<file path="src/rtl/reset_sequencer.sv">
// Reset sequencer: async-assert/sync-deassert, minimum hold, then staggered per-domain release.
// Optional watchdog soft reset is built only when RESET_SEQ_WDOG_EN is defined.
module reset_sequencer #(
  parameter int unsigned SYNC_STAGES = 3,
  parameter int unsigned NUM_OUT     = 4,
  parameter int unsigned HOLD_CYCLES = 16,
  parameter int unsigned STAGGER     = 4,
  parameter int unsigned WDOG_CYCLES = 1024
) (
  input  logic               clock,
  input  logic               reset,
  input  logic               sw_reset_req,
  input  logic               wdog_kick,
  output logic [NUM_OUT-1:0] rst_out,
  output logic               rst_done,
  output logic [1:0]         state,
  output logic [7:0]         soft_rst_cnt,
  output logic               wdog_fired
);

  localparam int unsigned HoldW = (HOLD_CYCLES > 1) ? $clog2(HOLD_CYCLES) : 1;
  localparam int unsigned ChW   = (NUM_OUT > 1) ? $clog2(NUM_OUT) : 1;
  localparam int unsigned StagW = (STAGGER > 1) ? $clog2(STAGGER) : 1;

  typedef enum logic [1:0] {
    StAssert  = 2'd0,
    StRelease = 2'd1,
    StRun     = 2'd2
  } state_e;

  state_e                 state_q;
  logic [SYNC_STAGES-1:0] sync_q;
  logic                   sync_rst;
  logic [HoldW-1:0]       hold_cnt;
  logic [ChW-1:0]         ch_idx;
  logic [StagW-1:0]       stag_cnt;
  logic                   wdog_timeout;
  logic                   soft_take;

  assign sync_rst = sync_q[SYNC_STAGES-1];
  assign state    = state_q;

  always_ff @(posedge clock or posedge reset) begin
    if (reset) begin
      sync_q <= '1;
    end else begin
      sync_q <= {sync_q[SYNC_STAGES-2:0], 1'b0};
    end
  end

  // A request seen in ASSERT only restarts the hold; elsewhere it is a full soft reset.
  always_comb begin
    soft_take = (sw_reset_req && (state_q != StAssert)) || wdog_timeout;
  end

  always_ff @(posedge clock or posedge reset) begin
    if (reset) begin
      state_q      <= StAssert;
      rst_out      <= '1;
      rst_done     <= 1'b0;
      soft_rst_cnt <= 8'd0;
      hold_cnt     <= '0;
      ch_idx       <= '0;
      stag_cnt     <= '0;
    end else if (soft_take) begin
      state_q  <= StAssert;
      rst_out  <= '1;
      rst_done <= 1'b0;
      hold_cnt <= '0;
      ch_idx   <= '0;
      stag_cnt <= '0;
      if (soft_rst_cnt != 8'hFF) begin
        soft_rst_cnt <= soft_rst_cnt + 8'd1;
      end
    end else begin
      unique case (state_q)
        StAssert: begin
          if (sw_reset_req || sync_rst) begin
            hold_cnt <= '0;
          end else if (hold_cnt == HoldW'(HOLD_CYCLES - 1)) begin
            hold_cnt   <= '0;
            rst_out[0] <= 1'b0;
            stag_cnt   <= '0;
            if (NUM_OUT == 1) begin
              state_q  <= StRun;
              rst_done <= 1'b1;
            end else begin
              state_q <= StRelease;
              ch_idx  <= ChW'(1);
            end
          end else begin
            hold_cnt <= hold_cnt + HoldW'(1);
          end
        end
        StRelease: begin
          if (stag_cnt == StagW'(STAGGER - 1)) begin
            rst_out[ch_idx] <= 1'b0;
            stag_cnt        <= '0;
            if (ch_idx == ChW'(NUM_OUT - 1)) begin
              state_q  <= StRun;
              rst_done <= 1'b1;
            end else begin
              ch_idx <= ch_idx + ChW'(1);
            end
          end else begin
            stag_cnt <= stag_cnt + StagW'(1);
          end
        end
        StRun: begin
        end
        default: begin
          state_q <= StAssert;
        end
      endcase
    end
  end

`ifdef RESET_SEQ_WDOG_EN
  localparam int unsigned WdogW = (WDOG_CYCLES > 1) ? $clog2(WDOG_CYCLES) : 1;

  logic [WdogW-1:0] wdog_cnt;

  always_comb begin
    wdog_timeout = (state_q == StRun) && (wdog_cnt == WdogW'(WDOG_CYCLES - 1)) && !wdog_kick;
  end

  always_ff @(posedge clock or posedge reset) begin
    if (reset) begin
      wdog_cnt   <= '0;
      wdog_fired <= 1'b0;
    end else begin
      if (soft_take || (state_q != StRun) || wdog_kick) begin
        wdog_cnt <= '0;
      end else begin
        wdog_cnt <= wdog_cnt + WdogW'(1);
      end
      if (wdog_timeout) begin
        wdog_fired <= 1'b1;
      end
    end
  end
`else
  logic unused_wdog;

  assign unused_wdog  = wdog_kick ^ (WDOG_CYCLES == 0);
  assign wdog_timeout = 1'b0;
  assign wdog_fired   = 1'b0;
`endif

endmodule

</file>
<file path="config.mk">
export PLATFORM = sky130hd
export DESIGN_NAME = reset_sequencer
export DESIGN_NICKNAME = d
export VERILOG_FILES = /design/src/rtl/reset_sequencer.sv
export SDC_FILE = /design/constraint.sdc
export NUM_CORES = 1
export LEC_CHECK = 0
export BUFFER_PORTS_ARGS = -buffer_cell sky130_fd_sc_hd__buf_4
export CORE_MARGIN = 8
export CORE_UTILIZATION = 40
export CTS_BUF_LIST = sky130_fd_sc_hd__clkbuf_4 sky130_fd_sc_hd__clkbuf_8 sky130_fd_sc_hd__clkbuf_16
export CTS_CLUSTER_DIAMETER = 50
export DETAILED_ROUTE_END_ITERATION = 16
export PLACE_DENSITY_LB_ADDON = 0.3
export SLEW_MARGIN = 20
export SYNTH_ARGS = -nofsm -noshare
export SYNTH_HDL_FRONTEND = slang
export SYNTH_SLANG_ARGS = --single-unit
</file>
<file path="constraint.sdc">
create_clock -name clock -period 2.65 [get_ports clock]
set_input_delay 0.265 -clock clock [delete_from_list [all_inputs] [get_ports clock]]
set_output_delay 0.265 -clock clock [all_outputs]
set_load 0.01 [all_outputs]
</file>
* Yosys cells after proc, flatten, opt, wreduce, memory -nomap -nowiden
Cells that the tools add are included.
Cells by class: reduce and logical (&&, ||, !) cells 17, mux-type cells 31, $add $sub $neg 4, bitwise logic cells 2, magnitude comparators 2, eq/ne operators 12
Operators with widths (count):
- $mux 2 | 12
- $mux 4 | 6
- $ne 3x3->1 const B | 5
- $reduce_and 5->1 | 2
- $reduce_bool 2->1 | 5
- $add 8x1->8 const B | 1
- $ne 8x8->1 const B | 1
- $pmux 2 s2 | 2
- $mux 1 | 7
- $eq 2x2->1 const B | 3
- $pmux 2 s3 | 1
- $reduce_and 3->1 | 2
- $add 2x1->2 const B | 2
- $add 4x1->4 const B | 1
- $and 4x4->4 | 1
- $eq 4x4->1 const B | 1
- $not 4->4 | 1
- $reduce_and 2->1 | 2
- $reduce_and 4->1 | 1
- $lt 2x3->1 const B | 1
- $mux 3 | 1
- $reduce_bool 3->1 | 1
- $demux 1 s2 | 1
- $eq 2x1->1 const B | 1
- 6 further kinds | 7
Storage, ports and cells: register bits 26, output and inout port bits 16, input bits 4

* Longest topological paths before layout
Gate-level depths: netlist of run 1.
depth after elaboration 9, mapped depth 6, depth with buffers taken out 6

* Least setup slack after synthesis of run 1
OpenSTA, ideal clock, no wires.
path kind reg-to-reg, start register soft_rst_cnt[0], end register soft_rst_cnt[1], setup slack 1.194 ns, buffers on the path 0, library setup time 0.128 ns, stages on the path, launching flop included 5, period minus slack after synthesis 1.456 ns, arrival time 1.329 ns, cells stage by stage dfrtp_1 -> ha_1 -> nand3_1 -> o21ai_1 -> mux2_1
On the way: longest elaborated chain between the ends 2, elaborated cells between the ends (all ways) 3, classes of those cells add/sub (1); eq/ne (1); reduce/logical (1)
Ends and longest elaborated chain:
- start, declared | line 17 | output logic [7:0] soft_rst_cnt,
- start signal, assigned | line 73 | soft_rst_cnt <= soft_rst_cnt + 8'd1;
- parallel branches: the longest is 2 deep, another holds $add 8x1->8
Parallel ways; which one is timed is not known. A chain may end at the register's enable or synchronous reset.

* Final worst setup path of run 1
start register ch_idx[1], end register ch_idx[1]
On the way: longest elaborated chain between the ends 5, elaborated cells between the ends (all ways) 8, classes of those cells add/sub (1); eq/ne (2); mux (4); reduce/logical (1)
Ends and longest elaborated chain:
- start, declared | line 35 | logic [ChW-1:0] ch_idx;
- start signal, assigned | line 89 | ch_idx <= ChW'(1);
- start signal, assigned | line 103 | ch_idx <= ch_idx + ChW'(1);
- $add 2x1->2 | line 103
- $mux 2 | line 99 | if (ch_idx == ChW'(NUM_OUT - 1)) begin
- $mux 2 | line 96 | if (stag_cnt == StagW'(STAGGER - 1)) begin
- $pmux 2 s2 | line 76 | unique case (state_q)
- $mux 2 | line 65 | end else if (soft_take) begin
Several ways; a longest one is shown, not always the timed one. The select of a mux whose other input is x is not followed.

==> impl_metrics.json, run 1 <==
{
  "synth.distinct_cells": 41,
  "start_util": 0.411,
  "fin_nets": 160,
  "drc": 0,
  "timing.final.ws_setup_ns": 1.09,
  "insertion_delay_ns": 0.31,
  "path_max_fanout": 6,
  "dp_hpwl_um": 2000,
  "end_kind": "flop",
  "cts_setup_buffers": 0,
  "reg2reg_depth": 5,
  "via_count": 992,
  "worst_slew_pin_slew_ns": 0.952,
  "grt_max_degree": 27,
  "yosysSeqAreaShare": 0.489,
  "grt_use_total": 0.107,
  "wl_per_cell_um": 14.0,
  "post_cts_resized": 0,
  "die-area_sq_um": 5490,
  "io_pins": 20,
  "leakage_nw": 0.704,
  "drtAntennaViolNets": 0,
  "r2r_setup_slack_ns": 1.09,
  "hold_buffers": 0,
  "avgSynthCellArea_sq_um": 10.2,
  "via_per_inst": 5.11,
  "crit_type": "reg -> reg",
  "clkTransAtPathRegs_ns": 0.14,
  "core-area_sq_um": 3280,
  "cp-start-kind": "flop",
  "gp_congestion": 0.810,
  "cap_violations": 0,
  "grt_pass1_wl_um": 4680,
  "hp-class": "in -> async",
  "antenna_found_initial": 0,
  "synth_edf_count": 0,
  "rows": 21,
  "diodes": 0,
  "synthTopCellsByArea": "dfrtp_1 35%, dfstp_2 14%, ha_1 6.5%, a21oi_1 4.5%, nor2_1 4.2%",
  "timing.critical_path.arrival_ns": 1.83,
  "dp_slack_ns": 1.12,
  "r2r_start": "ch_idx[1]",
  "grt.overflow.total": 0,
  "synthArstFlopShare": 1.00,
  "drt-initial-drc-count": 57,
  "die_h_um": 74.1,
  "synthFlopType": "dfrtp_1",
  "cts_tree": "built",
  "cts_buffer_depth": 2,
  "numPortBuffers": 17,
  "power.density_nw_per_um2": 474,
  "cp.required_ns": 2.92,
  "grt_pass1_vias": 1045,
  "finClkSkew_ns": 0.00579,
  "slowest_delay_ns": 0.47,
  "peakVddDrop_mv": 0.206,
  "min_period_ns": 1.56,
  "drtPass1Iterations": 5,
  "htree_levels": 1,
  "yosys.area.top_type": "dfrtp_1",
  "hold_viol": 0,
  "max_slew_margin": 0.364,
  "synth_top_area_frac": 0.353,
  "rsz0062_at_grt": "false",
  "synth_cells": 132,
  "reg2reg_to": "ch_idx[1]",
  "cts_made_buffers": 3,
  "run_status": "finished clean",
  "ctsRootBufferMaster": "clkbuf_4",
  "cts_sinks": 26,
  "crit_chain": "ha_1 > nand2b_1 > or3_1 > a31oi_1 > a21o_1",
  "fmax_mhz": 640,
  "synth_area_sq_um": 1350,
  "ys_seq_elements": 26,
  "area_growth_syn_to_layout_pct": 13.7,
  "min_period_over_period": 0.590,
  "setup-tns-final_ns": 0,
  "drive_gt1_frac": 0.223,
  "wl_um": 2720,
  "cp_slowest_cell": "dfrtp_1",
  "slew_violations": 0,
  "die_x_um": 74.1,
  "finalSetupViolCount": 0,
  "ys_warn_count": 0
}
==> cell usage in the layout (no fill, tap or decap), drive strengths merged, types with 2 or more instances in the layout <==
cell / netlist / final
buf: 5 / 17
xor2: 2 / 2
mux2: 2 / 2
a21oi: 12 / 12
nor3b: 2 / 2
ha: 7 / 7
dfrtp: 19 / 19
xnor2: 3 / 3
nor3: 3 / 3
nand2: 9 / 9
nand4: 3 / 3
nand3: 6 / 6
a21o: 2 / 2
clkbuf: 1 / 4
a22oi: 2 / 2
nand2b: 4 / 4
nor4: 3 / 3
a31oi: 2 / 2
o21ai: 5 / 5
conb: 1 / 2
nand3b: 2 / 2
dfstp: 7 / 7
nor2: 15 / 15
inv: 4 / 4
==> worst max path at each step <==
stage / cells after the start / slack (ns) / end / startpoint
after floorplan: 4 / 1.19 / soft_rst_cnt[1] / soft_rst_cnt[0]
after global routing: 5 / 0.98 / ch_idx[1] / ch_idx[1]
final: 5 / 1.09 / ch_idx[1] / ch_idx[1]
after global placement: 5 / 1.15 / ch_idx[1] / ch_idx[1]
after CTS: 4 / 1.09 / soft_rst_cnt[1] / soft_rst_cnt[0]
after detailed placement: 4 / 1.12 / soft_rst_cnt[1] / soft_rst_cnt[0]
==> Yosys cell counts (all sizes together) (4+ instances only) <==
library cell and n:
ha 7, dfstp 7, nand3 6, o21ai 5, nor2 15, nand2 9, dfrtp 19, a21oi 12
nand2b 4, buf 5, inv 4
==> registers in the layout (all words and copies together), names as in the netlist <==
register and flops:
rst_out 4, hold_cnt 4, state 2, ch_idx 2, rst_done 1, stag_cnt 2, soft_rst_cnt 8, sync_q 3
==> metrics by stage <==
step                      instance area (sq um)  total power, mW  hold WS, ns  cells  utilization
after CTS                                  1530            0.740        0.173    194        0.467
after global placement                     1500            0.533        0.346    190        0.456
after detailed placement                   1500            0.540        0.348    190        0.456
after global routing                       1530            0.762        0.231    194        0.467
final                                      1530            0.727        0.154    194        0.467
after floorplan                            1350            0.505        0.300    133            -
==> critical path, delay by kind of cell, from the launching register on <==
kind,cells,cell delay [ns]
flops,1,0.47
compound gates,2,0.24
fa+ha+maj,1,0.26
simple gates,2,0.56
==> routing by layer <==
metal | share of wire | global-route usage | up-vias
li1 | - | - | 492
met1 | 0.46 | 0.126 | 483
met2 | 0.50 | 0.188 | 15
met3 | 0.040 | 0.0202 | 2
met4 | 0.0055 | 0.0399 | 0
met5 | 0 | 0 | -
==> cells by family (layout without fill, tap and decap cells) <==
group                    count (synthesis)  count (layout)  share of synthesized area
XOR/XNOR                                 5               5                     0.0325
other                                    1               2                    0.00278
adder cells (fa/ha/maj)                  7               7                     0.0649
buffers and inverters                   10              25                     0.0408
multiplexers                             2               2                     0.0167
AO/OA/AOI/OAI                           28              28                      0.132
flip-flops                              26              26                      0.489
AND/OR/NAND/NOR                         53              53                      0.222
==> cell type report <==
class                      instances  area (sq um)
fill                             314          1750
sequential                        26           659
multi-input combinational         97           638
timing repair buffer              17           128
tap                               46          57.6
clock buffer                       4          36.3
inverter                           4          15.0
==> where the power goes <==
group	switching (mW)	internal, mW	total, mW
clock network	0.112	0.0839	0.196
registers	0.0232	0.425	0.448
logic	0.0443	0.0386	0.0829
total	0.180	0.547	0.727
Power figures use the tool's default switching activity.
==> inputs of run 2 (changes only) <==
==> constraint.sdc (replaced) <==
create_clock -name clock -period 1.35 [get_ports clock]
set_input_delay 0.135 -clock clock [delete_from_list [all_inputs] [get_ports clock]]
set_output_delay 0.135 -clock clock [all_outputs]
set_load 0.01 [all_outputs]
==> impl_metrics.json, run 2 (synthesis results as in run 1) <==
{
  "die_x_um": 74.1,
  "min_to": "hold_cnt[1]",
  "die-area_sq_um": 5490,
  "grt.overflow.total": 0,
  "cts_sinks": 26,
  "min_period_ns": 1.42,
  "drtAntennaViolNets": 0,
  "grt_pass1_vias": 1175,
  "end_kind": "flop",
  "dp_slack_ns": -0.0692,
  "fmax_mhz": 704,
  "timing.final.ws_setup_ns": -0.0711,
  "post-route-util": 0.571,
  "p_seq_frac": 0.591,
  "drtPass1Iterations": 5,
  "drt-initial-drc-count": 28,
  "layout_common_cells": "50 x buf_4, 15 x dfrtp_1, 14 x nor2_1",
  "combPwrFrac": 0.166,
  "cts_buffer_depth": 2,
  "cts_made_buffers": 3,
  "slew_violations": 0,
  "wl_um": 3180,
  "reg2reg_to": "ch_idx[1]",
  "p_int_mw": 1.09,
  "start_util": 0.411,
  "reg2reg_depth": 6,
  "area_growth_syn_to_layout_pct": 39.0,
  "hold_viol": 0,
  "r2r_setup_slack_ns": -0.07,
  "io_pins": 20,
  "run_status": "complete, but fails checks",
  "fin_nets": 194,
  "timing.critical_path.arrival_ns": 1.69,
  "crit_chain": "inv_1 > ha_4 > nand2_1 > or3_1 > a31oi_1 > a21o_1",
  "slowest_delay_ns": 0.41,
  "p_switching_uw": 374,
  "grt_pass1_wl_um": 4970,
  "via_count": 1165,
  "cap_violations": 0,
  "dp_hpwl_um": 2240,
  "r2r_start": "ch_idx[1]",
  "finClkSkew_ns": 0.0101,
  "place_inst": 219,
  "setup-tns-final_ns": -0.0711,
  "gp_congestion": 0.788,
  "cts_tree": "built",
  "wl_per_cell_um": 13.9,
  "via_per_inst": 5.11,
  "min_period_over_period": 1.05,
  "violations": "negative setup slack",
  "largest_reg_flops": 8,
  "reg_top3": "soft_rst_cnt x8, hold_cnt x4, rst_out x4",
  "min_path_cells": 2,
  "final_common_cell": "buf_4",
  "rsz0062_at_grt": "true",
  "critPathBufInv": 1,
  "cp.required_ns": 1.62,
  "crit_family": "flip-flops",
  "largest-register": "soft_rst_cnt",
  "die_h_um": 74.1,
  "peakVddDrop_mv": 0.332,
  "insertion_delay_ns": 0.31,
  "leakage_nw": 0.875,
  "clkTransAtPathRegs_ns": 0.14,
  "numPortBuffers": 17,
  "core-area_sq_um": 3280,
  "htree_levels": 1,
  "total_power_mw": 1.47,
  "hp-class": "in -> reg",
  "path_max_fanout": 3,
  "power.density_nw_per_um2": 783,
  "cp_slowest_cell": "dfrtp_1",
  "drive_gt1_frac": 0.462,
  "grt_use_total": 0.113,
  "final-instance-count-excl-fill": 228,
  "diodes": 0,
  "rows": 21,
  "antenna_found_initial": 0,
  "grt_max_degree": 27,
  "cp-start-kind": "flop",
  "crit_type": "reg -> reg",
  "swShare": 0.254,
  "min_from": "sw_reset_req",
  "clkPwrFrac": 0.243,
  "ctsRootBufferMaster": "clkbuf_4",
  "path_depth": 6,
  "drc": 0,
  "finalSetupViolCount": 1
}
[run 2: cell types whose count changed in the layout (fill, tap and decap cells not counted), moves of 2 or more]
cell and change:
buf_4 +33, dfrtp_1 -4, dfrtp_2 +4, ha_1 -3
nand3_1 -3, ha_2 +2, nand3_2 +2
[run 2: per-layer routing]
layer,part of all wire,up-vias,GRT usage
met4,0.012,0,0.0443
met3,0.049,6,0.0256
met1,0.44,572,0.125
li1,-,565,-
met5,0,-,0
met2,0.50,22,0.203
[run 2: final cells by class]
type | count | area (sq um)
Sequential cell | 26 | 664
Multi-Input combinational cell | 97 | 722
Timing Repair Buffer | 51 | 385
Clock buffer | 4 | 30.0
Tap cell | 46 | 57.6
Inverter | 4 | 15.0
Fill cell | 286 | 1410
[run 2: worst max path at each step]
stage,start,end,slack [ns]
floorplan,ch_idx[1],ch_idx[1],-0.02
global placement,ch_idx[1],ch_idx[1],-0.02
detailed placement,ch_idx[1],ch_idx[1],-0.07
CTS,ch_idx[1],ch_idx[1],-0.08
global route,ch_idx[0],ch_idx[1],-0.16
finish,ch_idx[1],ch_idx[1],-0.07
[run 2: what timing repair did]
| item | in CTS | in global routing |
|---|---|---|
| pin swaps | 0 | 5 |
| hold endpoints to repair | 19 | 0 |
| hold buffers | 1 | 0 |
| resized for setup | 3 | 13 |
| setup endpoints to repair | 6 | 10 |
| setup buffers | 1 | 3 |
| cloned | 0 | 0 |
[run 2: through the flow]
step	hold slack [ns]	instance area, sq um
floorplan	0.170	1370
global placement	0.216	1730
detailed placement	0.226	1730
CTS	0.125	1790
global route	0.142	1870
finish	0.150	1870
[run 2: power groups by stage]
stage          clock network (mW)  logic (mW)  registers [mW]
5_1_grt                     0.412       0.269           0.875
6_report                    0.357       0.244           0.867
4_1_cts                     0.376       0.238           0.867
2_1_floorplan                   0       0.101           0.898
3_3_place_gp                    0       0.217           0.877
3_5_place_dp                    0       0.227           0.883
==> inputs of run 3 (changes only) <==
--- a/config.mk
+++ b/config.mk
@@ -8,7 +8,6 @@
 export BUFFER_PORTS_ARGS = -buffer_cell sky130_fd_sc_hd__buf_4
 export CORE_MARGIN = 8
 export CORE_UTILIZATION = 40
-export CTS_BUF_LIST = sky130_fd_sc_hd__clkbuf_4 sky130_fd_sc_hd__clkbuf_8 sky130_fd_sc_hd__clkbuf_16
 export CTS_CLUSTER_DIAMETER = 50
 export DETAILED_ROUTE_END_ITERATION = 16
 export PLACE_DENSITY_LB_ADDON = 0.3
==> impl_metrics.json, run 3 (synthesis results as in run 1) <==
{
  "rsz0062_at_grt": "true",
  "grt_pass1_vias": 1175,
  "peakVddDrop_mv": 0.333,
  "via_per_inst": 5.21,
  "drt-initial-drc-count": 38,
  "place_inst": 219,
  "setup-tns-final_ns": -0.0762,
  "violations": "negative setup slack",
  "grt_use_total": 0.114,
  "met1_length_um": 1330,
  "final_common_cell": "buf_4",
  "htree_levels": 1,
  "hold_viol": 0,
  "die-area_sq_um": 5490,
  "clkTransAtPathRegs_ns": 0.14,
  "cp-start-kind": "flop",
  "power.density_nw_per_um2": 771,
  "run_status": "complete, but fails checks",
  "clkPwrFrac": 0.232,
  "cap_violations": 0,
  "end_kind": "flop",
  "drtAntennaViolNets": 0,
  "start_util": 0.411,
  "timing.final.ws_setup_ns": -0.0762,
  "io_pins": 20,
  "die_x_um": 74.1,
  "wl_met2_um": 1660,
  "ctsRootBufferMaster": "clkbuf_4",
  "drc": 0,
  "grt_pass1_wl_um": 4970,
  "drive_gt1_frac": 0.456,
  "finClkSkew_ns": 0.00877,
  "grt.overflow.total": 0,
  "final-instance-count-excl-fill": 228,
  "cts_tree": "built",
  "cts_buffer_depth": 2,
  "holdWs_ns": 0.160,
  "fillCellCount": 285,
  "area_growth_syn_to_layout_pct": 39.3,
  "post-route-util": 0.572,
  "cp.required_ns": 1.62,
  "grt_max_degree": 27,
  "cts_made_buffers": 3,
  "layout_common_cells": "50 x buf_4, 15 x dfrtp_1, 14 x nor2_1",
  "rows": 21,
  "slew_violations": 0,
  "antenna_found_initial": 0,
  "die_h_um": 74.1,
  "path_max_fanout": 3,
  "register_area_sq_um": 664,
  "swShare": 0.259,
  "min_period_ns": 1.43,
  "dr_wl_met3_um": 165,
  "drtPass1Iterations": 4,
  "reg_top3": "soft_rst_cnt x8, hold_cnt x4, rst_out x4",
  "fmax_mhz": 701,
  "combPwrFrac": 0.169,
  "p_switching_uw": 375,
  "wl_um": 3200,
  "core-area_sq_um": 3280,
  "min_period_over_period": 1.06,
  "leakage_nw": 0.872,
  "dp_hpwl_um": 2240,
  "hp-class": "in -> reg",
  "insertion_delay_ns": 0.31,
  "via_count": 1189,
  "numPortBuffers": 17,
  "fin_nets": 194,
  "finalSetupViolCount": 1,
  "wl_per_cell_um": 14.0,
  "diodes": 0,
  "highest_layer": "met4",
  "multi_input_area_sq_um": 731,
  "crit_type": "reg -> reg",
  "gp_congestion": 0.788,
  "largest-register": "soft_rst_cnt",
  "cts_sinks": 26,
  "largest_reg_flops": 8,
  "timing.critical_path.arrival_ns": 1.69,
  "p_int_mw": 1.07,
  "p_seq_frac": 0.599
}
-- run 3: cell count changes in the layout (fill, tap and decap cells not counted) --
cell | before | now
clkbuf_1 | 0 | 1
nor4_2 | 1 | 0
nor4_4 | 0 | 1
clkbuf_4 | 4 | 3
-- run 3: final cells by class --
class | count | area share
multi-input cells | 97 | 0.389
flip-flops and latches | 26 | 0.354
repair buffers | 51 | 0.205
well taps | 46 | 0.0306
clock buffers | 4 | 0.0140
inverters | 4 | 0.00799
-- run 3: power groups by stage --
stage | Sequential [mW] | Clock, mW | Combinational [mW]
final | 0.868 | 0.336 | 0.245
after global routing | 0.875 | 0.395 | 0.270
after CTS | 0.867 | 0.359 | 0.238
after detailed placement | 0.883 | 0 | 0.227
after global placement | 0.877 | 0 | 0.217
after floorplan | 0.898 | 0 | 0.101
-- run 3: critical path: stages (launching register included) --
cell	delay, ns
dfrtp_1	0.42
inv_1	0.10
ha_4	0.27
nand2_1	0.04
or3_1	0.31
a31oi_1	0.14
a21o_1	0.10
-- run 3: final timing paths --
kind,start,cells after the start,slack (ns),end
setup / recovery,ch_idx[1],6,-0.08,ch_idx[1]
hold / removal,sw_reset_req,2,0.16,hold_cnt[1]
setup reg to reg,ch_idx[1],6,-0.08,ch_idx[1]
hold reg to reg,sync_q[0],0,0.37,sync_q[1]
max in group asynchronous,reset,4,0.63,rst_out[0]
min in group asynchronous,reset,4,0.42,ch_idx[0]
-- run 3: metrics by stage --
stage	worst slack (ns)	instance area, sq um	total power [mW]
finish	-0.0762	1880	1.45
floorplan	-0.0181	1370	0.999
CTS	-0.0770	1780	1.46
detailed placement	-0.0692	1730	1.11
global placement	-0.0162	1730	1.09
global route	-0.165	1880	1.54
-- run 3: repair_timing --
item | CTS | global route
setup endpoints to repair | 6 | 10
hold endpoints to repair | 19 | 0
hold buffers | 1 | 0
pin swaps | 0 | 5
setup buffers | 1 | 3
resized for setup | 3 | 14
-- run 3: layer usage --
layer	vias to the layer above	track usage
li1	564	-
met1	589	0.125
met2	30	0.203
met3	6	0.0256
met4	0	0.0510
met5	-	0
